`src/rtl/mcp_pkg.sv`:
```
// Shared types and helpers for the multi-cycle core: opcode/state encodings,
// instruction field slicing for any register-address width, and sign extension.
package mcp_pkg;

    localparam int MAX_RA          = 8;
    localparam int MAX_INSTR_WIDTH = 2 + 3 * MAX_RA;
    localparam int MAX_WIDTH       = 64;

    typedef enum logic [1:0] {
        OP_ADD = 2'b00,
        OP_LW  = 2'b01,
        OP_SW  = 2'b10,
        OP_JMP = 2'b11
    } opcode_e;

    typedef enum logic [2:0] {
        IDLE      = 3'd0,
        FETCH     = 3'd1,
        DECODE    = 3'd2,
        EXECUTE   = 3'd3,
        MEM       = 3'd4,
        WRITEBACK = 3'd5
    } state_e;

    // Field at position pos (0 = rd/imm, 1 = rt, 2 = rs) for an RA-bit register address.
    function automatic logic [MAX_RA-1:0] field_at(input logic [MAX_INSTR_WIDTH-1:0] instr,
                                                  input int ra, input int pos);
        logic [MAX_INSTR_WIDTH-1:0] shifted;
        logic [MAX_RA-1:0]          mask;
        shifted = instr >> (pos * ra);
        mask    = {MAX_RA{1'b1}} >> (MAX_RA - ra);
        return shifted[MAX_RA-1:0] & mask;
    endfunction

    function automatic opcode_e instr_op(input logic [MAX_INSTR_WIDTH-1:0] instr, input int ra);
        logic [MAX_INSTR_WIDTH-1:0] shifted;
        shifted = instr >> (3 * ra);
        return opcode_e'(shifted[1:0]);
    endfunction

    function automatic logic [MAX_RA-1:0] instr_rs(input logic [MAX_INSTR_WIDTH-1:0] instr, input int ra);
        return field_at(instr, ra, 2);
    endfunction

    function automatic logic [MAX_RA-1:0] instr_rt(input logic [MAX_INSTR_WIDTH-1:0] instr, input int ra);
        return field_at(instr, ra, 1);
    endfunction

    function automatic logic [MAX_RA-1:0] instr_imm(input logic [MAX_INSTR_WIDTH-1:0] instr, input int ra);
        return field_at(instr, ra, 0);
    endfunction

    // Sign-extend the low ra bits of imm to MAX_WIDTH; callers truncate to their width.
    function automatic logic [MAX_WIDTH-1:0] sext(input logic [MAX_RA-1:0] imm, input int ra);
        logic [MAX_WIDTH-1:0] shifted;
        shifted = {{(MAX_WIDTH - MAX_RA){1'b0}}, imm} << (MAX_WIDTH - ra);
        return $signed(shifted) >>> (MAX_WIDTH - ra);
    endfunction

endpackage

```
`src/rtl/mcp_register_file.sv`:
```
// General-purpose register file: two combinational read ports and one
// synchronous write port, cleared by the synchronous active-low clear.
module mcp_register_file #(
    parameter  int DATA_WIDTH = 8,
    parameter  int REG_COUNT  = 4,
    localparam int RA         = $clog2(REG_COUNT)
) (
    input  logic                  clock,
    input  logic                  clear,
    input  logic                  we,
    input  logic [RA-1:0]         waddr,
    input  logic [DATA_WIDTH-1:0] wdata,
    input  logic [RA-1:0]         raddr_a,
    input  logic [RA-1:0]         raddr_b,
    output logic [DATA_WIDTH-1:0] rdata_a,
    output logic [DATA_WIDTH-1:0] rdata_b
);

    logic [DATA_WIDTH-1:0] regs_r [REG_COUNT];

    // Register storage with synchronous clear and single write port.
    always_ff @(posedge clock) begin
        if (!clear) begin
            for (int i = 0; i < REG_COUNT; i++) begin
                regs_r[i] <= {DATA_WIDTH{1'b0}};
            end
        end else if (we) begin
            regs_r[waddr] <= wdata;
        end
    end

    assign rdata_a = regs_r[raddr_a];
    assign rdata_b = regs_r[raddr_b];

endmodule

```
`src/rtl/multicycle_processor.sv`:
```
// Multi-cycle four-opcode core: FSM, ALU and datapath registers, with
// instruction and data memories reached through req/ack handshakes.
module multicycle_processor
    import mcp_pkg::*;
#(
    parameter  int DATA_WIDTH  = 8,
    parameter  int REG_COUNT   = 4,
    parameter  int PC_WIDTH    = 8,
    localparam int RA          = $clog2(REG_COUNT),
    localparam int INSTR_WIDTH = 2 + 3 * RA
) (
    input  logic                   clock,
    input  logic                   clear,
    input  logic                   enable,
    output logic                   imem_req,
    output logic [PC_WIDTH-1:0]    imem_addr,
    input  logic                   imem_ack,
    input  logic [INSTR_WIDTH-1:0] imem_data,
    output logic                   dmem_req,
    output logic                   dmem_we,
    output logic [DATA_WIDTH-1:0]  dmem_addr,
    output logic [DATA_WIDTH-1:0]  dmem_wdata,
    input  logic                   dmem_ack,
    input  logic [DATA_WIDTH-1:0]  dmem_rdata,
    output logic [PC_WIDTH-1:0]    pc,
    output logic [DATA_WIDTH-1:0]  result,
    output logic                   result_valid
);

    localparam logic [PC_WIDTH-1:0] PC_ONE = {{(PC_WIDTH - 1){1'b0}}, 1'b1};

    state_e                     state_r, state_next_s;
    logic [PC_WIDTH-1:0]        pc_r;
    logic [INSTR_WIDTH-1:0]     ir_r;
    logic [DATA_WIDTH-1:0]      a_r, b_r, imm_r, alu_out_r, mdr_r, result_r;
    logic                       result_valid_r, imem_req_r, dmem_req_r, dmem_we_r;

    logic [MAX_INSTR_WIDTH-1:0] ir_ext_s;
    opcode_e                    op_s;
    logic [RA-1:0]              rs_s, rt_s, rd_s;
    logic [DATA_WIDTH-1:0]      imm_data_s;
    logic [PC_WIDTH-1:0]        imm_pc_s;
    logic [DATA_WIDTH-1:0]      rdata_a_s, rdata_b_s;
    logic                       rf_we_s;
    logic [RA-1:0]              rf_waddr_s;
    logic [DATA_WIDTH-1:0]      rf_wdata_s;

    assign ir_ext_s   = MAX_INSTR_WIDTH'(ir_r);
    assign op_s       = instr_op(ir_ext_s, RA);
    assign rs_s       = RA'(instr_rs(ir_ext_s, RA));
    assign rt_s       = RA'(instr_rt(ir_ext_s, RA));
    assign rd_s       = RA'(instr_imm(ir_ext_s, RA));
    assign imm_data_s = DATA_WIDTH'(sext(MAX_RA'(rd_s), RA));
    assign imm_pc_s   = PC_WIDTH'(sext(MAX_RA'(rd_s), RA));

    mcp_register_file #(
        .DATA_WIDTH (DATA_WIDTH),
        .REG_COUNT  (REG_COUNT)
    ) u_register_file (
        .clock   (clock),
        .clear   (clear),
        .we      (rf_we_s),
        .waddr   (rf_waddr_s),
        .wdata   (rf_wdata_s),
        .raddr_a (rs_s),
        .raddr_b (rt_s),
        .rdata_a (rdata_a_s),
        .rdata_b (rdata_b_s)
    );

    // Write-back port: ADD writes ALUOUT to rd, LW writes MDR to rt.
    always_comb begin
        rf_we_s    = 1'b0;
        rf_waddr_s = rt_s;
        rf_wdata_s = mdr_r;
        if ((state_r == WRITEBACK) && enable) begin
            rf_we_s = 1'b1;
        end else begin
            rf_we_s = 1'b0;
        end
        if (op_s == OP_ADD) begin
            rf_waddr_s = rd_s;
            rf_wdata_s = alu_out_r;
        end else begin
            rf_waddr_s = rt_s;
            rf_wdata_s = mdr_r;
        end
    end

    // Next-state logic: handshake states follow ack, the rest step on enable.
    always_comb begin
        state_next_s = state_r;
        case (state_r)
            IDLE: begin
                if (enable) state_next_s = FETCH;
                else        state_next_s = IDLE;
            end
            FETCH: begin
                if (imem_ack && imem_req_r) state_next_s = DECODE;
                else                        state_next_s = FETCH;
            end
            DECODE: begin
                if (enable) state_next_s = EXECUTE;
                else        state_next_s = DECODE;
            end
            EXECUTE: begin
                if (enable) begin
                    case (op_s)
                        OP_ADD:  state_next_s = WRITEBACK;
                        OP_LW:   state_next_s = MEM;
                        OP_SW:   state_next_s = MEM;
                        OP_JMP:  state_next_s = FETCH;
                        default: state_next_s = IDLE;
                    endcase
                end else begin
                    state_next_s = EXECUTE;
                end
            end
            MEM: begin
                if (dmem_ack && dmem_req_r) begin
                    if (op_s == OP_LW) state_next_s = WRITEBACK;
                    else               state_next_s = FETCH;
                end else begin
                    state_next_s = MEM;
                end
            end
            WRITEBACK: begin
                if (enable) state_next_s = FETCH;
                else        state_next_s = WRITEBACK;
            end
            default: state_next_s = IDLE;
        endcase
    end

    // State, datapath registers and registered handshake/result outputs.
    always_ff @(posedge clock) begin
        if (!clear) begin
            state_r        <= IDLE;
            pc_r           <= {PC_WIDTH{1'b0}};
            ir_r           <= {INSTR_WIDTH{1'b0}};
            a_r            <= {DATA_WIDTH{1'b0}};
            b_r            <= {DATA_WIDTH{1'b0}};
            imm_r          <= {DATA_WIDTH{1'b0}};
            alu_out_r      <= {DATA_WIDTH{1'b0}};
            mdr_r          <= {DATA_WIDTH{1'b0}};
            result_r       <= {DATA_WIDTH{1'b0}};
            result_valid_r <= 1'b0;
            imem_req_r     <= 1'b0;
            dmem_req_r     <= 1'b0;
            dmem_we_r      <= 1'b0;
        end else begin
            state_r        <= state_next_s;
            // Requests track the state being entered so they are clean flop outputs.
            imem_req_r     <= (state_next_s == FETCH);
            dmem_req_r     <= (state_next_s == MEM);
            dmem_we_r      <= (state_next_s == MEM) && (op_s == OP_SW);
            result_valid_r <= 1'b0;
            case (state_r)
                FETCH: begin
                    if (imem_ack && imem_req_r) begin
                        ir_r <= imem_data;
                        pc_r <= pc_r + PC_ONE;
                    end
                end
                DECODE: begin
                    if (enable) begin
                        a_r   <= rdata_a_s;
                        b_r   <= rdata_b_s;
                        imm_r <= imm_data_s;
                    end
                end
                EXECUTE: begin
                    if (enable) begin
                        case (op_s)
                            OP_ADD:  alu_out_r <= a_r + b_r;
                            OP_LW:   alu_out_r <= a_r + imm_r;
                            OP_SW:   alu_out_r <= a_r + imm_r;
                            // pc already holds the fetch address plus one.
                            OP_JMP:  pc_r <= pc_r + imm_pc_s;
                            default: alu_out_r <= alu_out_r;
                        endcase
                    end
                end
                MEM: begin
                    if (dmem_ack && dmem_req_r && (op_s == OP_LW)) begin
                        mdr_r <= dmem_rdata;
                    end
                end
                WRITEBACK: begin
                    if (enable) begin
                        result_r       <= rf_wdata_s;
                        result_valid_r <= 1'b1;
                    end
                end
                default: begin
                    result_valid_r <= 1'b0;
                end
            endcase
        end
    end

    assign imem_req     = imem_req_r;
    assign imem_addr    = pc_r;
    assign dmem_req     = dmem_req_r;
    assign dmem_we      = dmem_we_r;
    assign dmem_addr    = alu_out_r;
    assign dmem_wdata   = b_r;
    assign pc           = pc_r;
    assign result       = result_r;
    assign result_valid = result_valid_r;

endmodule

```
`config.mk`:
```
export PLATFORM = sky130hd
export DESIGN_NAME = multicycle_processor
export DESIGN_NICKNAME = d
export VERILOG_FILES = /design/src/rtl/mcp_pkg.sv /design/src/rtl/mcp_register_file.sv /design/src/rtl/multicycle_processor.sv
export SDC_FILE = /design/constraint.sdc
export NUM_CORES = 1
export LEC_CHECK = 0
export ABC_AREA = 1
export CAP_MARGIN = 20
export CORE_MARGIN = 2
export CORE_UTILIZATION = 50
export DETAILED_ROUTE_END_ITERATION = 16
export PLACE_DENSITY = 0.76
export RECOVER_POWER = 100
export SLEW_MARGIN = 20
export SYNTH_ARGS = -nofsm -noshare
export SYNTH_HDL_FRONTEND = slang
export SYNTH_SLANG_ARGS = --single-unit
```
`constraint.sdc`:
```
create_clock -name clock -period 2.6 [get_ports clock]
set_clock_uncertainty 0.15 [all_clocks]
set_input_delay 0.39 -clock clock [delete_from_list [all_inputs] [get_ports clock]]
set_output_delay 0.39 -clock clock [all_outputs]
set_load 0.02 [all_outputs]
```
==> impl_results.md <==
- Iter 0 DRT Violations: 419
- CP startpoint kind: register
- Max_cap viols: 0
- Final setup vio count: 0
- First-pass GRT wire length: 19,000 um
- Area of the multi-input gates: 2150 sq um
- Cell family with most CP delay: adder cells
- Hold WC Path Type: reg -> reg
- Fin. Hold Viols: 0
- Detail Route Antenna Nets: 0
- Final RePlAce weighted congestion: 0.926
- Min setup slack post-route: 0.162 ns
- Cts bufs inserted: 9
- Nets@finish: 725
- Main synth FF type: dfxtp_1
- Peak VDD IR: 259 uV
- Async SR Flop Fraction: 0%
- R2r worst-path depth: 14
- Layout area overhead: 20.1%
- Worst Tran Pin Value: 0.957 ns
- WS Path Type: reg -> reg
- Pre-CTS setup slack: 0.0795 ns
- Die height: 103 um
- Synthesized net count: 664
- Slew HR: 36.1%
- Mapped Cells: 628
- P per Cell Area: 540 nW/um^2
- I/O Pins: 65
- Non-Filler Instances: 823
- Final core utilization: 62.5%
- Max Clock Freq: 0.410 GHz
- Port bufs: 64
- Full die area: 10,500 sq um
- Final WL: 11,700 um
- Worst Hold Slack: 0.323 ns
- CP max stage delay: 0.36 ns
- Worst Path Max Fanout: 4
- Post-synth top cells: 110 x nand2_1, 87 x nor2_1, 72 x inv_1, 68 x o21ai_0, 65 x dfxtp_1
- Wire per inst: 14.3 um
- Clock Tree Buf Depth: 2
- Critical Path RT: 2.71 ns
- Worst-path cell chain: inv_1, ha_1, inv_1, o21ai_0, ha_2, fa_2, nand3_1, nand2_1, nand2_1, nand2_1, a21oi_1, xnor2_1, o21ai_1, inv_1
- CP Data Arrival Time: 2.55 ns
- Largest net degree at the start of global routing: 56
- RSZ-0062 raised after global routing: no
- R2R Setup Slk: 0.16 ns
- Layout cells sized above 1: 7.35%
- Leakage: 2.57 nW
- Status: finished, final reports clean
- CP max-delay cell: fa_2
- Total Power: 3.15 mW
- Area of the core: 9330 sq um
- Fin. max-slew vios: 0
- Area after DPL: 5650 sq um
- Number of synthesized flops with an enable pin: 32
- Clk slew on worst S/H paths: 0.10 ns
- Dominant cell type by area after synthesis: dfxtp_1
- Dpl hpwl: 8900 um
- Setup Buffers After CTS: 0
- Worst-Skew Late Latency: 0.36 ns
- Average cell area after synthesis: 7.73 sq um
- Vias in the first global route: 4,041
- Hold Path Stages: 2
- H-tree depth: 3
- GRT Overall Usage: 23.4%
- Post-DR vias/cell: 5.31
- CP endpoint kind: register
- Top cells by area, synth: dfxtp_1 27%, edfxtp_1 20%, nand2_1 8.5%
- Synthesis warning total: 0
- Post-layout minimum cycle time: 2.44 ns
- Clk root buf: clkbuf_8
- Post-route DRC: 0
- Final Cycle Share: 93.8%
- Cell area after layout: 5830 sq um
- Critical path buffers and inverters: 3
- Num Clock Sinks: 97
- Sequential share of the synthesized area: 46.6%
- Initial Utilization: 52.1%
- Die extent in x: 103 um
- Row cnt: 35
- # diodes: 0
- Post-synthesis cell type count: 33
- Initial antenna violation count: 1
- Most common cell in the netlist: nand2_1
- Post-route setup TNS: 0 ns
- Pre-antenna DRT Iters: 5
- Remaining Overflow, GRT: 0
- Synth top area share: 26.8%
- Seq. cell area: 2260 sq um
- # placed instances: 807
- FF+latch count, synth: 97
- TritonCTS clock tree: done
- DR vias: 4,371
- Fillers: 833
- Mapped Area: 4860 sq um
- Critical path depth: 14
[cell usage in the layout, fill, tap and decap left out, types with 2 or more instances in the layout]
master | synthesis | layout
clkbuf_1 | 22 | 6
nor2_1 | 87 | 87
or2_2 | 2 | 2
xnor2_1 | 5 | 5
o21ai_0 | 68 | 67
inv_2 | 6 | 4
buf_4 | 8 | 13
nand4_1 | 4 | 4
ha_1 | 14 | 13
a21oi_1 | 39 | 38
o211ai_1 | 17 | 17
clkbuf_8 | 0 | 10
inv_1 | 72 | 74
nand2_1 | 110 | 110
clkdlybuf4s50_1 | 0 | 19
nor2_2 | 4 | 4
dfxtp_1 | 65 | 64
nand2_2 | 3 | 3
a41oi_1 | 3 | 3
xor2_1 | 4 | 4
dlygate4sd3_1 | 0 | 45
a31oi_1 | 18 | 18
edfxtp_1 | 32 | 32
nor2_4 | 2 | 2
a31o_2 | 2 | 2
clkinv_4 | 0 | 2
nor3_1 | 4 | 4
nand3_1 | 27 | 27
[kinds of logic after synthesis]
group | Yosys count | share of synthesized area, %
compound gates | 149 | 17.2
xor+xnor | 9 | 1.62
fa+ha+maj | 15 | 4.02
buf+inv | 112 | 9.33
flops | 97 | 46.6
simple gates | 246 | 21.3
[layer usage]
metal / routed length, um / global-route usage, % / vias to the layer above
li1: - / - / 2187
met1: 5370 / 32.4 / 2022
met2: 5520 / 37.5 / 145
met3: 663 / 3.66 / 17
met4: 177 / 8.10 / 0
met5: 0 / 0 / -
[state kept, by name, summed over array words and instances (netlist names), 2 cells and up]
| register | count |
|---|---|
| dmem_addr | 8 |
| imem_addr | 8 |
| a_r | 8 |
| mdr_r | 8 |
| result | 8 |
| imm_r | 2 |
| dmem_wdata | 8 |
| u_register_file.regs_r | 32 |
| state_r | 3 |
| ir_r | 8 |
[final cells by class]
type	instances	share of cell area, %
clock buffers	12	2.85
clock inverters	4	0.579
multi-input cells	419	36.9
repair buffers	83	13.1
inverters	79	5.08
flip-flops and latches	97	38.8
well taps	129	2.77
[power by group]
| part | switching (mW) | total, mW | internal [mW] |
|---|---|---|---|
| Sequential | 0.0566 | 1.67 | 1.62 |
| Clock | 0.536 | 0.976 | 0.440 |
| Combinational | 0.301 | 0.503 | 0.201 |
[final timing paths]
path | start | endpoint
worst max-delay path | ir_r[6] | dmem_addr[6]
worst min-delay path | ir_r[2] | ir_r[2]
worst max register to register | ir_r[6] | dmem_addr[6]
worst min register to register | ir_r[2] | ir_r[2]
[worst min-delay path: cells and delay by family, from the launching register on]
kind | cells | cell delay [ns]
buffers and inverters | 1 | 0.06
AOI/OAI and AO/OA | 1 | 0.05
DFF | 1 | 0.32
[what timing repair did]
item	CTS	global route
hold buffers	0	0
endpoints found under the setup margin	0	3
gates resized for setup	0	6
Note: power is estimated with default switching activity, not from simulation.
